===== src/rtl/mcd_snd_out.sv =====
// rtl/mcd_snd_out.sv - MCD sound output stage: Fs strobes, mute gain, 16-bit I2S serializer (option: MCD_SND_MUTE_RAMP_EN)
module mcd_snd_out #(
    parameter int unsigned PHASE_INC = 7576322,
    parameter int unsigned GAIN_STEP = 4
) (
    input  logic        clk,
    input  logic        rst,
    input  logic        mute,
    input  logic [15:0] snd_l,
    input  logic [15:0] snd_r,
    output logic        snd_clk,
    output logic        snd_next_sample,
    output logic        dac_mclk,
    output logic        dac_bclk,
    output logic        dac_lrck,
    output logic        dac_sdat,
    output logic        muted
);

    localparam logic [23:0] INC      = PHASE_INC[23:0];
    localparam logic [8:0]  STEP     = GAIN_STEP[8:0];
    localparam logic [8:0]  GAIN_MAX = 9'd256;

    logic [23:0] acc;
    logic [24:0] acc_sum;
    logic [8:0]  p;
    logic [8:0]  p_nxt;
    logic [8:0]  gain;
    logic [15:0] out_l;
    logic [15:0] out_r;

    assign acc_sum = {1'b0, acc} + {1'b0, INC};
    assign p_nxt   = p + 9'd1;

    // Phase accumulator; its carry, registered, is the 512xFs strobe
    always_ff @(posedge clk or negedge rst) begin
        if (!rst) begin
            acc     <= 24'd0;
            snd_clk <= 1'b0;
        end else begin
            acc     <= acc_sum[23:0];
            snd_clk <= acc_sum[24];
        end
    end

    // Position within the stereo frame; every DAC clock is a bit of it
    always_ff @(posedge clk or negedge rst) begin
        if (!rst) begin
            p <= 9'd0;
        end else if (snd_clk) begin
            p <= p_nxt;
        end
    end

    assign snd_next_sample = snd_clk & (p == 9'd511);
    assign dac_mclk        = p[0];
    assign dac_bclk        = p[2];
    assign dac_lrck        = p[8];

    // Signed sample times unsigned gain; bits 23:8 are the floor of >>>8 truncated to 16 bits
    logic signed [25:0] prod_l;
    logic signed [25:0] prod_r;
    logic               unused_prod;

    assign prod_l      = $signed(snd_l) * $signed({1'b0, gain});
    assign prod_r      = $signed(snd_r) * $signed({1'b0, gain});
    assign unused_prod = ^{prod_l[25:24], prod_l[7:0], prod_r[25:24], prod_r[7:0]};

    // Capture both channels once per sample, using the gain before this sample's update
    always_ff @(posedge clk or negedge rst) begin
        if (!rst) begin
            out_l <= 16'd0;
            out_r <= 16'd0;
        end else if (snd_next_sample) begin
            out_l <= prod_l[23:8];
            out_r <= prod_r[23:8];
        end
    end

    // Slot 1 carries the MSB one BCLK after LRCK changes; slots 0 and 17..31 are zero padding
    logic [4:0]  slot_nxt;
    logic [15:0] word_nxt;
    logic [3:0]  bit_idx;
    logic        slot_live;

    assign slot_nxt  = p_nxt[7:3];
    assign word_nxt  = p_nxt[8] ? out_r : out_l;
    assign bit_idx   = 4'd0 - slot_nxt[3:0];
    assign slot_live = (slot_nxt != 5'd0) && (slot_nxt <= 5'd16);

    // Serial data changes only as BCLK falls, so the DAC samples it mid-bit
    always_ff @(posedge clk or negedge rst) begin
        if (!rst) begin
            dac_sdat <= 1'b0;
        end else if (snd_clk && (p_nxt[2:0] == 3'd0)) begin
            dac_sdat <= slot_live & word_nxt[bit_idx];
        end
    end

`ifdef MCD_SND_MUTE_RAMP_EN
    typedef enum logic [1:0] {MUTED, RAMP_UP, PLAY, RAMP_DN} state_t;

    state_t      state;
    state_t      state_nxt;
    logic [8:0]  gain_nxt;
    logic [9:0]  up_sum;

    assign up_sum = {1'b0, gain} + {1'b0, STEP};

    // Ramp gain toward the requested level; a reversal holds the gain for one sample
    always_comb begin
        state_nxt = state;
        gain_nxt  = gain;
        case (state)
            MUTED: begin
                if (!mute) state_nxt = RAMP_UP;
            end
            RAMP_UP: begin
                if (mute) begin
                    state_nxt = RAMP_DN;
                end else if (up_sum >= {1'b0, GAIN_MAX}) begin
                    gain_nxt  = GAIN_MAX;
                    state_nxt = PLAY;
                end else begin
                    gain_nxt = up_sum[8:0];
                end
            end
            PLAY: begin
                if (mute) state_nxt = RAMP_DN;
            end
            RAMP_DN: begin
                if (!mute) begin
                    state_nxt = RAMP_UP;
                end else if (gain <= STEP) begin
                    gain_nxt  = 9'd0;
                    state_nxt = MUTED;
                end else begin
                    gain_nxt = gain - STEP;
                end
            end
            default: state_nxt = MUTED;
        endcase
    end

    // Gain state advances only at sample boundaries
    always_ff @(posedge clk or negedge rst) begin
        if (!rst) begin
            state <= MUTED;
            gain  <= 9'd0;
        end else if (snd_next_sample) begin
            state <= state_nxt;
            gain  <= gain_nxt;
        end
    end

    assign muted = (state == MUTED) && (gain == 9'd0);
`else
    // Hard mute: gain snaps to silence or pass-through at each sample boundary
    always_ff @(posedge clk or negedge rst) begin
        if (!rst) begin
            gain  <= 9'd0;
            muted <= 1'b1;
        end else if (snd_next_sample) begin
            gain  <= mute ? 9'd0 : GAIN_MAX;
            muted <= mute;
        end
    end
`endif

endmodule


===== config.mk =====
export PLATFORM = sky130hd
export DESIGN_NAME = mcd_snd_out
export DESIGN_NICKNAME = d
export VERILOG_FILES = /design/src/rtl/mcd_snd_out.sv
export SDC_FILE = /design/constraint.sdc
export NUM_CORES = 1
export LEC_CHECK = 0
export ABC_AREA = 1
export BUFFER_PORTS_ARGS = -buffer_cell sky130_fd_sc_hd__buf_2
export CORE_MARGIN = 4
export CORE_UTILIZATION = 58
export DETAILED_ROUTE_END_ITERATION = 10
export GPL_TIMING_DRIVEN = 0
export PLACE_DENSITY = 0.89
export SETUP_SLACK_MARGIN = 0.3
export SKIP_LAST_GASP = 1
export SYNTH_ARGS = -nofsm -noshare
export SYNTH_HDL_FRONTEND = slang
export SYNTH_SLANG_ARGS = --single-unit

===== constraint.sdc =====
create_clock -name clk -period 2.31 [get_ports clk]
set_clock_uncertainty 0.05 [all_clocks]
set_input_delay 0.1155 -clock clk [delete_from_list [all_inputs] [get_ports clk]]
set_output_delay 0.1155 -clock clk [all_outputs]
set_load 0.02 [all_outputs]

==> results.toml <==
[run_status]
outcome = "complete, but fails checks"
violations = "negative setup slack"

[sta]
whs_ns = 0.367
rsz0062_at_grt = "yes"
hold_viol_final = 0
layout_setup_ws_ns = -0.0384
post-route-min-period_ns = 2.35
finalSetupViolCount = 1
report.final.slew_viol_count = 0
worst_pin_slew_ns = 0.844
slew_headroom = 0.438
fin_crit_sh = 1.02
fmax_mhz = 426

[logic_synthesis]
ys_seq_area_frac = 0.492
synth_area_sq_um = 3460
yosysWarningCount = 0
synth_top_area_share = 0.485
syn-num-nets = 472
yosysUniqueCellTypes = 28
syn_inst = 432
synth_seq_cells = 68
avgSynthCellArea_sq_um = 8.01
synth.area.top_cells = "dfrtp_1, nand2_1, o21ai_0, nand3_1, inv_1"
synth_area_leader_cell = "dfrtp_1"

[finish]
drive_gt1_frac = 0.226
fillCellCount = 328
nets = 567
syn2layout_area_growth_pct = 30.3
regArea_sq_um = 1710
multi_input_area_sq_um = 1610
final_core_util = 0.799
stdcell_count = 604
antenna_cells = 0

[cts]
insertion_delay_ns = 0.35
cts.reportedPaths.clkPinSlew_ns = 0.07
htreeDepth = 3
cts_root_buf = "clkbuf_8"
cts_made_buffers = 9
cts.sinks = 68
ctsLongestPathBuffers = 2
cts_tree = "done"

[place]
portBuffers = 41
hpwl_microns = 5430
placed_cells = 545
place_congestion = 0.857

[setup_path]
worstPathRequired_ns = 2.54
worst_setup_path_end_kind = "flop"
critPathMaxFanout = 6
reg2reg_depth = 16
cp.arrival_ns = 2.58
crit_type = "flop to flop"
start_kind = "flop"

[drt]
dr.pass1.iters = 6
drcViolationCount = 0
met3RoutedLength_microns = 833
met2_length_microns = 4730
wl_met1_microns = 3530
ant_nets = 0
drt_iter0_markers = 404
vias_per_cell = 5.67
wirelength_microns = 9430
drt-wirelength-per-cell_microns = 15.6
top_layer_used = "met4"
vias = 3426

[global_routing]
gr-usage-all-layers = 0.255
grt_overflow_total = 0
grt_antenna_before_repair = 0
grt_pass1_vias = 3249
grt_max_degree = 69
grt_pass1_wl_microns = 14700

[floorplan]
ios = 42
die_height_microns = 85.2
coreArea_sq_um = 5640
dieArea_sq_um = 7260
row_count = 27
die_w_microns = 85.2
start_util = 0.613

[power]
power_density_nw_per_um2 = 507
ir_drop_uv = 761
p_leak_uw = 0.00221

[min_path]
hp-class = "input pin to asynchronous set/reset pin"

[flow_run]
drv_cap = 0
==> logic make-up (layout without fill, tap and decap cells) <==
logic type / count (synthesis) / after routing / synth area share
compound gates: 58 / 58 / 0.0846
xor+xnor: 19 / 19 / 0.0481
fa+ha+maj: 5 / 5 / 0.0181
buf+inv: 61 / 161 / 0.0720
simple gates: 221 / 221 / 0.285
flops: 68 / 68 / 0.492
==> critical path: stages (launching register included) <==
cell	delay (ns)
dfrtp_1	0.44
ha_4	0.19
nand3_4	0.06
nor3_2	0.16
ha_1	0.28
buf_6	0.16
clkinvlp_4	0.13
nor2_1	0.06
nor2_1	0.13
nand3_1	0.10
nand3_1	0.14
nand2_1	0.07
nand2_1	0.07
nand2_2	0.06
nand2_1	0.06
nand3_1	0.06
nand2_1	0.06
==> path summary, 6_finish.rpt <==
kind / to / slack (ns) / startpoint
min reg2reg: acc[1] / 0.40 / acc[1]
max: dac_sdat / -0.04 / p[1]
max reg2reg: dac_sdat / -0.04 / p[1]
min: acc[20] / 0.37 / rst
min in group clk: acc[1] / 0.40 / acc[1]
max in group asynchronous: p[0] / 1.26 / rst
==> stage by stage <==
step / power, uW / area (sq um) / setup TNS, ns / worst slack, ns
2_1_floorplan: 1210 / 3500 / 0 / 0.276
3_3_place_gp: 1260 / 3800 / 0 / 0.159
3_5_place_dp: 1270 / 3800 / 0 / 0.0929
4_1_cts: 2290 / 4410 / 0 / 0.153
5_1_grt: 2360 / 4510 / -0.146 / -0.146
6_report: 2280 / 4510 / -0.0384 / -0.0384
==> per-layer routing <==
layer	track usage	vias up
met4	0.0935	0
met5	0	-
met3	0.0699	58
met2	0.427	215
li1	-	1550
met1	0.316	1603
==> cell type report <==
class | count | area share
sequential | 68 | 0.378
clock buffer | 10 | 0.0305
timing repair buffer | 84 | 0.138
clock inverter | 6 | 0.0139
tap | 72 | 0.0200
multi-input combinational | 303 | 0.358
inverter | 45 | 0.0400
buffer | 16 | 0.0217
==> report_power, final <==
group          total, uW  internal, uW  leakage, uW  switching (uW)
registers           1190          1190     0.000714               0
clock network        997           528     0.000106             469
logic               97.6          57.8      0.00139            39.8
total               2280          1780      0.00221             509
==> cell usage in the layout (no fill, tap or decap), types with 7 or more instances in the layout <==
cell type / count
nand2_1: 119
dfrtp_1: 65
buf_2: 44
inv_1: 40
o21ai_0: 40
nand3_1: 35
dlygate4sd3_1: 34
nor2_1: 28
xor2_1: 17
a21oi_1: 11
nand2_2: 11
clkbuf_8: 10
buf_4: 8
clkbuf_1: 8
nand3_2: 7
==> state kept, by name (all words and copies together) (netlist names) <==
register / count
acc: 23
dac_sdat: 1
gain: 1
muted: 1
out_l: 16
out_r: 16
p: 9
snd_clk: 1
==> synthesized netlist by cell type <==
master	instances
nand2_1	124
dfrtp_1	67
inv_1	43
o21ai_0	42
nand3_1	41
nor2_1	34
xor2_1	17
a21oi_1	13
clkbuf_1	8
nand2_2	8
buf_2	6
ha_1	5
nand2_4	4
nor3_1	3
nand3_2	2
o21ai_1	2
xnor2_1	2
buf_4	1
buf_6	1
clkinv_1	1
clkinv_2	1
dfstp_2	1
nand3_4	1
nand4_1	1
nor2_2	1
nor2_4	1
nor3_4	1
o21a_1	1
==> repair_timing <==
| action | in CTS | in global routing |
|---|---|---|
| setup buffers | 5 | 2 |
| pin swaps | 12 | 17 |
| endpoints found under the setup margin | 9 | 2 |
| gates resized for setup | 8 | 22 |
| gates cloned | 2 | 0 |
| endpoints found under the hold margin | 101 | 0 |
| hold buffers | 34 | 0 |
No activity file was read; power rests on OpenSTA's default activity.
